**src/rtl/ex_stage_controller.sv**
```systemverilog
// -----------------------------------------------------------------------------
// ex_stage_controller
//
// Sequencing controller for the EX stage. Accepts one decoded instruction at
// a time, selects ALU operand 2, performs add/sub in a single cycle or a
// multiply as an iterative shift-add, resolves BEQ (zero, target, next PC) and
// holds the registered result bundle until MEM/WB accepts it.
//
// Handshake (both sides): a transfer happens on a rising clk edge where
// valid && ready are both high. in_ready is combinational from state and
// out_ready; out_valid and the whole result bundle are registered and stay
// stable while out_valid=1 && out_ready=0.
//
// Optional build macro:
//   MUL_EARLY_EXIT_EN  - when defined, the multiply stops on the iteration
//                        after which the multiplier has no set bits left.
//                        Results are identical; only latency differs.
//
// Ports:
//   clk          in   rising-edge clock
//   reset        in   asynchronous active-low reset
//   in_valid     in   ID presents an instruction
//   in_ready     out  instruction accepted this cycle (combinational)
//   pc           in   PC of the instruction
//   rs           in   operand 1 (data1)
//   rt           in   register operand 2
//   sign_ext     in   sign-extended immediate
//   alu_src      in   0: data2 = rt, 1: data2 = sign_ext
//   alu_op       in   00 add, 01 sub/beq, 10 R-type, 11 illegal
//   funct        in   R-type: 000000 add, 000001 sub, 000010 mul
//   branch       in   instruction is a branch
//   out_valid    out  result bundle valid
//   out_ready    in   downstream accepts the bundle
//   result       out  ALU result
//   zero         out  data1 == data2
//   branch_taken out  branch && zero
//   pc_out       out  branch target if taken, else pc
//   illegal      out  alu_op 11 or unknown R-type funct
//   busy         out  multiply in progress
//   state_dbg    out  current FSM state (00 IDLE, 01 MUL, 10 DONE)
// -----------------------------------------------------------------------------
module ex_stage_controller #(
    parameter int WIDTH    = 32,
    parameter int BR_SHIFT = 2
) (
    input  logic             clk,
    input  logic             reset,
    input  logic             in_valid,
    output logic             in_ready,
    input  logic [WIDTH-1:0] pc,
    input  logic [WIDTH-1:0] rs,
    input  logic [WIDTH-1:0] rt,
    input  logic [WIDTH-1:0] sign_ext,
    input  logic             alu_src,
    input  logic [1:0]       alu_op,
    input  logic [5:0]       funct,
    input  logic             branch,
    output logic             out_valid,
    input  logic             out_ready,
    output logic [WIDTH-1:0] result,
    output logic             zero,
    output logic             branch_taken,
    output logic [WIDTH-1:0] pc_out,
    output logic             illegal,
    output logic             busy,
    output logic [1:0]       state_dbg
);

    localparam int CW = $clog2(WIDTH + 1);

    typedef enum logic [1:0] {
        ST_IDLE = 2'b00,
        ST_MUL  = 2'b01,
        ST_DONE = 2'b10
    } state_t;

    // -------------------------------------------------------------------------
    // Registers
    // -------------------------------------------------------------------------
    state_t           state_q, state_d;
    logic             out_valid_q, out_valid_d;
    logic [WIDTH-1:0] result_q, result_d;
    logic             zero_q, zero_d;
    logic             branch_taken_q, branch_taken_d;
    logic [WIDTH-1:0] pc_out_q, pc_out_d;
    logic             illegal_q, illegal_d;
    logic             busy_q, busy_d;
    logic [WIDTH-1:0] acc_q, acc_d;
    logic [WIDTH-1:0] mcand_q, mcand_d;
    logic [WIDTH-1:0] mplier_q, mplier_d;
    logic [CW-1:0]    cnt_q, cnt_d;

    // -------------------------------------------------------------------------
    // Operand select and instruction decode (on the live inputs; only used on
    // the accept edge)
    // -------------------------------------------------------------------------
    logic [WIDTH-1:0] data2;
    logic [WIDTH-1:0] target;
    logic [WIDTH-1:0] alu_res;
    logic             is_mul;
    logic             is_ill;
    logic             in_zero;
    logic             in_taken;
    logic [WIDTH-1:0] in_pc_out;

    always_comb begin
        data2   = alu_src ? sign_ext : rt;
        target  = pc + (sign_ext << BR_SHIFT);
        alu_res = '0;
        is_mul  = 1'b0;
        is_ill  = 1'b0;
        case (alu_op)
            2'b00: alu_res = rs + data2;
            2'b01: alu_res = rs - data2;
            2'b10: begin
                case (funct)
                    6'b000000: alu_res = rs + data2;
                    6'b000001: alu_res = rs - data2;
                    6'b000010: is_mul  = 1'b1;
                    default:   is_ill  = 1'b1;
                endcase
            end
            default: is_ill = 1'b1;
        endcase
        // zero is reported for every operation, not only branches
        in_zero   = (rs == data2);
        in_taken  = branch && in_zero;
        in_pc_out = in_taken ? target : pc;
    end

    // -------------------------------------------------------------------------
    // One shift-add multiply step
    // -------------------------------------------------------------------------
    logic [WIDTH-1:0] acc_step;
    logic [WIDTH-1:0] mcand_step;
    logic [WIDTH-1:0] mplier_step;
    logic             mul_last;

    always_comb begin
        acc_step    = mplier_q[0] ? (acc_q + mcand_q) : acc_q;
        mcand_step  = mcand_q << 1;
        mplier_step = mplier_q >> 1;
`ifdef MUL_EARLY_EXIT_EN
        // Once no multiplier bits remain, further iterations add nothing.
        mul_last    = (cnt_q == CW'(WIDTH - 1)) || (mplier_step == '0);
`else
        mul_last    = (cnt_q == CW'(WIDTH - 1));
`endif
    end

    // -------------------------------------------------------------------------
    // FSM next-state and output logic
    // -------------------------------------------------------------------------
    logic accept;

    always_comb begin
        state_d        = state_q;
        out_valid_d    = out_valid_q;
        result_d       = result_q;
        zero_d         = zero_q;
        branch_taken_d = branch_taken_q;
        pc_out_d       = pc_out_q;
        illegal_d      = illegal_q;
        busy_d         = busy_q;
        acc_d          = acc_q;
        mcand_d        = mcand_q;
        mplier_d       = mplier_q;
        cnt_d          = cnt_q;

        // DONE can take a new instruction in the same cycle its bundle leaves,
        // which gives one instruction per cycle for single-cycle ops.
        in_ready = (state_q == ST_IDLE) || ((state_q == ST_DONE) && out_ready);
        accept   = in_valid && in_ready;

        case (state_q)
            ST_IDLE: ;
            ST_MUL: begin
                acc_d    = acc_step;
                mcand_d  = mcand_step;
                mplier_d = mplier_step;
                cnt_d    = cnt_q + CW'(1);
                if (mul_last) begin
                    state_d     = ST_DONE;
                    result_d    = acc_step;
                    out_valid_d = 1'b1;
                    busy_d      = 1'b0;
                end
            end
            ST_DONE: begin
                if (out_ready) begin
                    state_d     = ST_IDLE;
                    out_valid_d = 1'b0;
                end
            end
            default: state_d = ST_IDLE;
        endcase

        // A new instruction overrides whatever the state case decided; this
        // covers both IDLE accepts and DONE accepts during a handoff.
        if (accept) begin
            zero_d         = in_zero;
            branch_taken_d = in_taken;
            pc_out_d       = in_pc_out;
            illegal_d      = is_ill;
            if (is_mul) begin
                acc_d       = '0;
                mcand_d     = rs;
                mplier_d    = data2;
                cnt_d       = '0;
                state_d     = ST_MUL;
                busy_d      = 1'b1;
                out_valid_d = 1'b0;
            end else begin
                result_d    = alu_res;
                state_d     = ST_DONE;
                busy_d      = 1'b0;
                out_valid_d = 1'b1;
            end
        end
    end

    // -------------------------------------------------------------------------
    // State register
    // -------------------------------------------------------------------------
    always_ff @(posedge clk or negedge reset) begin
        if (!reset) begin
            state_q        <= ST_IDLE;
            out_valid_q    <= 1'b0;
            result_q       <= '0;
            zero_q         <= 1'b0;
            branch_taken_q <= 1'b0;
            pc_out_q       <= '0;
            illegal_q      <= 1'b0;
            busy_q         <= 1'b0;
            acc_q          <= '0;
            mcand_q        <= '0;
            mplier_q       <= '0;
            cnt_q          <= '0;
        end else begin
            state_q        <= state_d;
            out_valid_q    <= out_valid_d;
            result_q       <= result_d;
            zero_q         <= zero_d;
            branch_taken_q <= branch_taken_d;
            pc_out_q       <= pc_out_d;
            illegal_q      <= illegal_d;
            busy_q         <= busy_d;
            acc_q          <= acc_d;
            mcand_q        <= mcand_d;
            mplier_q       <= mplier_d;
            cnt_q          <= cnt_d;
        end
    end

    assign out_valid    = out_valid_q;
    assign result       = result_q;
    assign zero         = zero_q;
    assign branch_taken = branch_taken_q;
    assign pc_out       = pc_out_q;
    assign illegal      = illegal_q;
    assign busy         = busy_q;
    assign state_dbg    = state_q;

endmodule

```
**config.mk**
```make
export PLATFORM = sky130hd
export DESIGN_NAME = ex_stage_controller
export DESIGN_NICKNAME = d
export VERILOG_FILES = /design/src/rtl/ex_stage_controller.sv
export SDC_FILE = /design/constraint.sdc
export NUM_CORES = 1
export LEC_CHECK = 0
export ABC_AREA = 1
export BUFFER_PORTS_ARGS = -buffer_cell sky130_fd_sc_hd__buf_2
export CORE_MARGIN = 5
export CORE_UTILIZATION = 55
export CTS_CLUSTER_DIAMETER = 100
export DETAILED_ROUTE_END_ITERATION = 10
export GPL_TIMING_DRIVEN = 1
export PLACE_DENSITY = 0.79
export SETUP_SLACK_MARGIN = 0.2
export SLEW_MARGIN = 20
export SYNTH_ARGS = -nofsm -noshare
export SYNTH_HDL_FRONTEND = slang
export SYNTH_SLANG_ARGS = --single-unit
```
**constraint.sdc**
```tcl
create_clock -name clk -period 2.3 [get_ports clk]
set_clock_uncertainty 0.2 [all_clocks]
set_input_delay 0.345 -clock clk [delete_from_list [all_inputs] [get_ports clk]]
set_output_delay 0.345 -clock clk [all_outputs]
set_load 0.02 [all_outputs]
```
==> results of run 1 <==
## per-stage QoR
stage	area (um2)	TNS, ns	hold WS [ns]
after floorplan	17960	-5.701	-0.1506
after global placement	22650	-41.86	0.1161
after detailed placement	22650	-47.33	0.1255
after CTS	25600	-1.140	0.00007833
## per-layer routing
metal | track usage | overflow
met1 | 0.7961 | 9
met2 | 0.9268 | 77
met4 | 0.7496 | 58
met3 | 0.6684 | 5
met5 | 0.4759 | 0
## cells by family after synthesis
logic type / Yosys count / synth area share
simple gates: 1401 / 0.3399
compound gates: 558 / 0.1792
buf+inv: 428 / 0.09759
flops: 173 / 0.2533
fa+ha+maj: 140 / 0.1043
xor+xnor: 47 / 0.02519
mux: 1 / 0.0005857
## repair_timing
item | CTS
pin swaps | 172
cloned | 6
hold buffers | 15
gates resized for setup | 405
buffers inserted | 43
hold endpoints to repair | 58
endpoints found under the setup margin | 93
==> impl_metrics.tcl, run 1 <==
set metrics [dict create \
    syn_inst 2748 \
    grt_max_degree 92 \
    ys_top_cells_by_count "nand2_1 (803), inv_1 (323), nor2_1 (290)" \
    grt_antenna_before_repair 22 \
    yosysTopAreaCell "dfrtp_1" \
    start_util 0.5572 \
    synthArstFlopShare 1.000 \
    synth_seq_cells 173 \
    synth-edff-count 0 \
    pin_count 214 \
    place_inst 3720 \
    clock_sinks 173 \
    place_ws_ns -0.9621 \
    yosys-top-cells-area "dfrtp_1 (25%), nand2_1 (18%), ha_1 (10%)" \
    failing_step "global routing (5_1_grt)" \
    gp_congestion 1.057 \
    cts.path.max_buffers 2 \
    status "aborted with a tool error" \
    endpoint_type "sequential cell input" \
    grt_use_total 0.7902 \
    rows 64 \
    dpl.hpwl_um 59190 \
    ys_types 50 \
    cts_root_buf "clkbuf_16" \
    synth_area_mm2 0.01709 \
    numPortBuffers 213 \
    gr-total-overflow 149 \
    die_h_um 186.3 \
    die_w_um 186.3 \
    cts_made_buffers 17 \
    htreeDepth 4 \
    ys.flop_type "dfrtp_1" \
    synth.most_common_cell "nand2_1" \
    yosys_warnings 0 \
    synth_area_per_cell_um2 6.219 \
    yosysSeqAreaShare 0.2533 \
    synth_nets 3030 \
    synth_top_area_frac 0.2533 \
    postGrtWorstEndpoint "result[15]$_DFF_PN0_/D" \
    error_line "[ERROR GRT-0232] Routing congestion too high. Check the congestion heatmap in the GUI." \
]
==> inputs of run 2 (changes only) <==
--- a/config.mk
+++ b/config.mk
@@ -8,12 +8,10 @@
 export ABC_AREA = 1
 export BUFFER_PORTS_ARGS = -buffer_cell sky130_fd_sc_hd__buf_2
 export CORE_MARGIN = 5
-export CORE_UTILIZATION = 55
-export CTS_CLUSTER_DIAMETER = 100
+export CORE_UTILIZATION = 40
 export DETAILED_ROUTE_END_ITERATION = 10
 export GPL_TIMING_DRIVEN = 1
-export PLACE_DENSITY = 0.79
-export SETUP_SLACK_MARGIN = 0.2
+export PLACE_DENSITY_LB_ADDON = 0.15
 export SLEW_MARGIN = 20
 export SYNTH_ARGS = -nofsm -noshare
 export SYNTH_HDL_FRONTEND = slang
==> constraint.sdc (replaced) <==
create_clock -name clk -period 3 [get_ports clk]
set_clock_uncertainty 0.2 [all_clocks]
set_input_delay 0.45 -clock clk [delete_from_list [all_inputs] [get_ports clk]]
set_output_delay 0.45 -clock clk [all_outputs]
set_load 0.02 [all_outputs]
==> impl_metrics.tcl, run 2 <==
set metrics [dict create \
    r2r_slack_ns 0.21 \
    gp_congestion 1.000 \
    cp.required_ns 3.19 \
    synth_top_family_by_area "simple AND/OR/NAND/NOR gates" \
    most-common-layout-cells "nand2_1 (794), inv_1 (322), buf_4 (296)" \
    yosys-top-cells-area "dfrtp_1 (25%), nand2_1 (18%), ha_1 (10%)" \
    synth_fa_ha_area_frac 0.1043 \
    synth-simple-area-share 0.3399 \
    ys_top_cells_by_count "nand2_1 (803), inv_1 (323), nor2_1 (290)" \
    syn2layout_area_growth_pct 27.14 \
    ys.flop_type "dfrtp_1" \
    worstPathArrival_ns 3.11 \
    drive_gt1_frac 0.2094 \
    setup_slack_ns 0.08215 \
    yosys_warnings 0 \
    cts_made_buffers 17 \
    hold_viol_final 0 \
    synth-edff-count 0 \
    synth.most_common_cell "nand2_1" \
    first_iter_violations 1713 \
    setup_viol 0 \
    die_h_um 216.7 \
    clock_latency_ns 0.50 \
    status "completed" \
    grt_use_total 0.3073 \
    clock_sinks 173 \
    rows 75 \
    synth_nets 3030 \
    relSlewSlack 0.3886 \
    drt-total-wl_um 72510 \
    cts_tree "built" \
    dpl.hpwl_um 59520 \
    synth_seq_cells 173 \
    grt_antenna_before_repair 3 \
    cts_root_buf "clkbuf_16" \
    final_nets 3483 \
    worst_r2r_path_depth 14 \
    synth_area_per_cell_um2 6.219 \
    reg2reg_from "acc_q[0]" \
    grt_max_degree 107 \
    maxSlewViolCount 0 \
    crit_buf_inv 4 \
    die_w_um 216.7 \
    detail_route.wl_per_cell_um 19.31 \
    fin_crit_sh 0.9726 \
    crit_end "result[28]" \
    grt_pass1_wl_um 112400 \
    die-area_mm2 0.04696 \
    path_cells "buf_2, inv_2, buf_6, or2_2, o21ai_0, buf_4, ha_1, a21oi_1, o21ai_0, a21oi_1, nor2_1, nor2_1, nand3_1, nand3_1, nand2_2, nand2_1, nand2_1" \
    fmax_ghz 0.3427 \
    yosysSeqAreaShare 0.2533 \
    ys_types 50 \
    start_kind "input port" \
    start_util 0.4056 \
    ir_worst_vdd_v 0.0004227 \
    synthArstFlopShare 1.000 \
    nFillCells 4408 \
    p_per_area_mw_per_mm2 686.2 \
    path_max_fanout 17 \
    crit_path_top_delay_cell "ha_1" \
    r2r_end "result[22]" \
    drt_first_pass_iters 7 \
    place_ws_ns -1.163 \
    numPortBuffers 213 \
    htreeDepth 4 \
    grt_setup_unrepaired "yes" \
    core_area_mm2 0.04213 \
    synth_top_area_frac 0.2533 \
    drv_cap 0 \
    path_delay_family "simple AND/OR/NAND/NOR gates" \
    cp.depth 17 \
    max_slew.worst_pin.slew_ns 0.9115 \
    synthXorXnorAreaFrac 0.02518 \
    clkTransAtPathRegs_ns 0.08 \
    synth_area_mm2 0.01709 \
    crit_type "in -> reg" \
    muxShareOfSynthArea 0.0005857 \
    hp-class "in -> reg" \
    gr-total-overflow 0 \
    cts.path.max_buffers 2 \
    endpoint_kind "flip-flop" \
    fin_crit_ns 2.918 \
    yosysTopAreaCell "dfrtp_1" \
    synth_compound_area_frac 0.1791 \
    grt_pass1_vias 19660 \
    viasPerCell 5.308 \
    crit_start "alu_src" \
    finalPower_mw 14.91 \
    drcViolationCount 0 \
    critPathMaxStageDelay_ns 0.30 \
    dr_total_vias 19940 \
    pin_count 214 \
    leakagePower_nw 11.64 \
    syn_inst 2748 \
    antenna_left 0 \
    final_common_cell "nand2_1" \
]
run 2: cell families after synthesis:
family          after synthesis
flops                       173
buf+inv                     428
mux                           1
compound gates              558
fa+ha+maj                   140
simple gates               1401
xor+xnor                     47
run 2: area by class of cell:
| type | instances | area, um2 | area share |
|---|---|---|---|
| sequential | 173 | 4329 | 0.1992 |
| multi-input combinational | 2147 | 11300 | 0.5200 |
| clock buffer | 19 | 442.9 | 0.02038 |
| clock inverter | 13 | 150.1 | 0.006910 |
| antenna | 3 | 7.507 | 0.0003455 |
| timing repair buffer | 525 | 3560 | 0.1638 |
| inverter | 337 | 1265 | 0.05822 |
| tap | 539 | 674.4 | 0.03104 |
run 2: worst min path at each step:
stage | from | end | cells after the start | slack, ns
6_report | pc[21] | pc_out[21] | 3 | 0.04
5_1_grt | pc[21] | pc_out[21] | 3 | 0.04
4_1_cts | pc[21] | pc_out[21] | 3 | 0.01
3_5_place_dp | pc_out[29] | pc_out[29] | 2 | 0.27
3_3_place_gp | pc_out[0] | pc_out[0] | 2 | 0.26
2_1_floorplan | reset | acc_q[0] | 0 | -0.05
run 2: what timing repair did:
item                                    4_1_cts  5_1_grt
buffers inserted                              0        4
resized for setup                             9       65
hold buffers                                  4        0
endpoints found under the setup margin       49       40
hold endpoints to repair                     65        0
pin swaps                                     2        4
run 2: power by group:
part / total, mW / internal [mW] / switching [mW] / leakage, nW
combinational: 8.82 / 3.24 / 5.58 / 9.27
sequential: 3.73 / 3.12 / 0.612 / 2.08
clock: 2.36 / 1.20 / 1.16 / 0.285
run 2: routing by layer:
metal  track usage  wire length, um  vias to the layer above
li1              -                -                     9874
met1        0.4082            32030                     9353
met2        0.5082            33530                      591
met3       0.04703             4325                      119
met4        0.1138             2633                        0
met5             0                0                        -
run 2: through the flow:
step / area [um2] / cells / utilization / setup TNS, ns / hold WS [ns]
floorplan: 17090 / 2748 / - / 0 / -0.04559
global placement: 20860 / 3713 / 0.4952 / -34.11 / 0.2582
detailed placement: 20860 / 3713 / 0.4952 / -35.87 / 0.2653
CTS: 21510 / 3749 / 0.5105 / -0.01747 / 0.01173
global route: 21730 / 3755 / 0.5156 / -0.2475 / 0.04073
finish: 21730 / 3756 / 0.5157 / 0 / 0.03675
run 2: worst min-delay path, stage by stage:
cell      delay [ns]
buf_2           0.10
o211ai_1        0.09
nand2_1         0.06
Note: power is estimated with default switching activity, not from simulation.
==> inputs of run 3 (changes only) <==
--- a/config.mk
+++ b/config.mk
@@ -6,7 +6,7 @@
 export NUM_CORES = 1
 export LEC_CHECK = 0
 export ABC_AREA = 1
-export BUFFER_PORTS_ARGS = -buffer_cell sky130_fd_sc_hd__buf_2
+export BUFFER_PORTS_ARGS = -buffer_cell sky130_fd_sc_hd__clkbuf_2
 export CORE_MARGIN = 5
 export CORE_UTILIZATION = 40
 export DETAILED_ROUTE_END_ITERATION = 10
==> impl_metrics.tcl, run 3 (synthesis results as in run 2) <==
set metrics [dict create \
    fin_crit_ns 2.882 \
    gr-total-overflow 0 \
    grt_use_total 0.3192 \
    clock_latency_ns 0.51 \
    status "completed" \
    syn2layout_area_growth_pct 28.34 \
    htreeDepth 4 \
    place_inst 3738 \
    pin_count 214 \
    tns_ns 0 \
    reg2reg_from "acc_q[0]" \
    final_common_cell "nand2_1" \
    ir_worst_vdd_v 0.0004063 \
    core_area_mm2 0.04213 \
    dr_total_vias 20230 \
    holdPathEnd "pc_out[21]" \
    finalPower_mw 15.13 \
    r2r_end "result[24]" \
    max_slew.worst_pin.slew_ns 0.8353 \
    detail_route.wl_per_cell_um 20.12 \
    final_nets 3506 \
    worst_r2r_path_depth 16 \
    hold_viol_final 0 \
    cts_root_buf "clkbuf_16" \
    drt-total-wl_um 75990 \
    start_kind "input port" \
    first_iter_violations 1746 \
    cp.required_ns 3.23 \
    hp-class "in -> reg" \
    final_cells 3776 \
    grt_max_degree 107 \
    cts.path.max_buffers 2 \
    path_max_fanout 15 \
    cts_tree "built" \
    grt_pass1_wl_um 114900 \
    clkTransAtPathRegs_ns 0.07 \
    setup_viol 0 \
    drive_gt1_frac 0.2154 \
    antenna_left 0 \
    drv_cap 0 \
    worstPathArrival_ns 3.11 \
    numPortBuffers 213 \
    grt_setup_unrepaired "yes" \
    r2r_slack_ns 0.21 \
    endpoint_kind "flip-flop" \
    worstHoldPathCells 3 \
    die-area_mm2 0.04696 \
    start_util 0.4056 \
    die_w_um 216.7 \
    postLayoutCoreUtil 0.5206 \
    hp-start "pc[21]" \
    drt_first_pass_iters 6 \
    grt_antenna_before_repair 2 \
    viasPerCell 5.358 \
    die_h_um 216.7 \
    crit_type "in -> reg" \
    clock_sinks 173 \
    fmax_ghz 0.3469 \
    hold_slack_ns 0.04359 \
    dpl.hpwl_um 62900 \
    maxSlewViolCount 0 \
    crit_path_top_delay_cell "ha_1" \
    gp_congestion 0.9932 \
    p_per_area_mw_per_mm2 689.8 \
    most-common-layout-cells "nand2_1 (794), buf_4 (322), inv_1 (320)" \
    leakagePower_nw 11.78 \
    drcViolationCount 0 \
    rows 75 \
    critPathMaxStageDelay_ns 0.31 \
    path_cells "clkbuf_2, inv_2, buf_12, or2_2, o21ai_2, ha_1, nand2_1, nor2_2, nand4_1, nor2_2, nand3_4, nor2_8, buf_12, o21ai_1, a21oi_1, o22a_1" \
    nFillCells 4380 \
    relSlewSlack 0.4425 \
    cts_made_buffers 17 \
    grt_pass1_vias 19550 \
    fin_crit_sh 0.9608 \
]
-- run 3: repair_timing --
action,4_1_cts,5_1_grt
endpoints found under the setup margin,39,43
gates resized for setup,7,73
setup buffers,0,3
endpoints found under the hold margin,56,0
pin swaps,0,7
hold buffers,3,0
-- run 3: cell type report --
cell class	count	area [um2]	area share
diodes	1	2.502	0.0001141
inverters	337	1269	0.05784
flip-flops and latches	173	4329	0.1974
clock buffers	20	446.7	0.02037
clock inverters	11	178.9	0.008157
repair buffers	548	3714	0.1693
well taps	539	674.4	0.03075
multi-input cells	2147	11320	0.5161
-- run 3: worst max path at each step --
stage | from | endpoint | slack, ns | cells after the start
floorplan | alu_src | result[20] | 0.21 | 18
global placement | alu_src | pc_out[8] | -0.69 | 14
detailed placement | alu_src | result[28] | -0.70 | 18
CTS | alu_src | result[24] | 0.008 | 15
global route | alu_src | result[22] | -0.03 | 20
finish | alu_src | pc_out[8] | 0.12 | 16
-- run 3: metal layers --
metal / GRT usage / vias up / wire, um
met5: 0 / - / 12
met4: 0.1090 / 2 / 2367
met3: 0.06908 / 118 / 5386
met2: 0.5173 / 684 / 34930
met1: 0.4236 / 9486 / 33290
li1: - / 9943 / -
-- run 3: worst max-delay path, delay by kind of cell --
kind	cells	cell delay [ns]
fa+ha+maj	1	0.31
buf+inv	4	0.48
compound gates	4	0.58
simple gates	7	1.27
-- run 3: report_power, final --
part | internal (mW) | switching (mW)
combinational | 3.29 | 5.57
clock | 1.43 | 1.13
sequential | 3.12 | 0.605
total | 7.83 | 7.30
-- run 3: metrics by stage --
| stage | setup slack [ns] | area, um2 |
|---|---|---|
| floorplan | 0.2103 | 17090 |
| global placement | -0.6898 | 21040 |
| detailed placement | -0.7022 | 21040 |
| CTS | 0.007671 | 21700 |
| global route | -0.03443 | 21930 |
| finish | 0.1175 | 21930 |
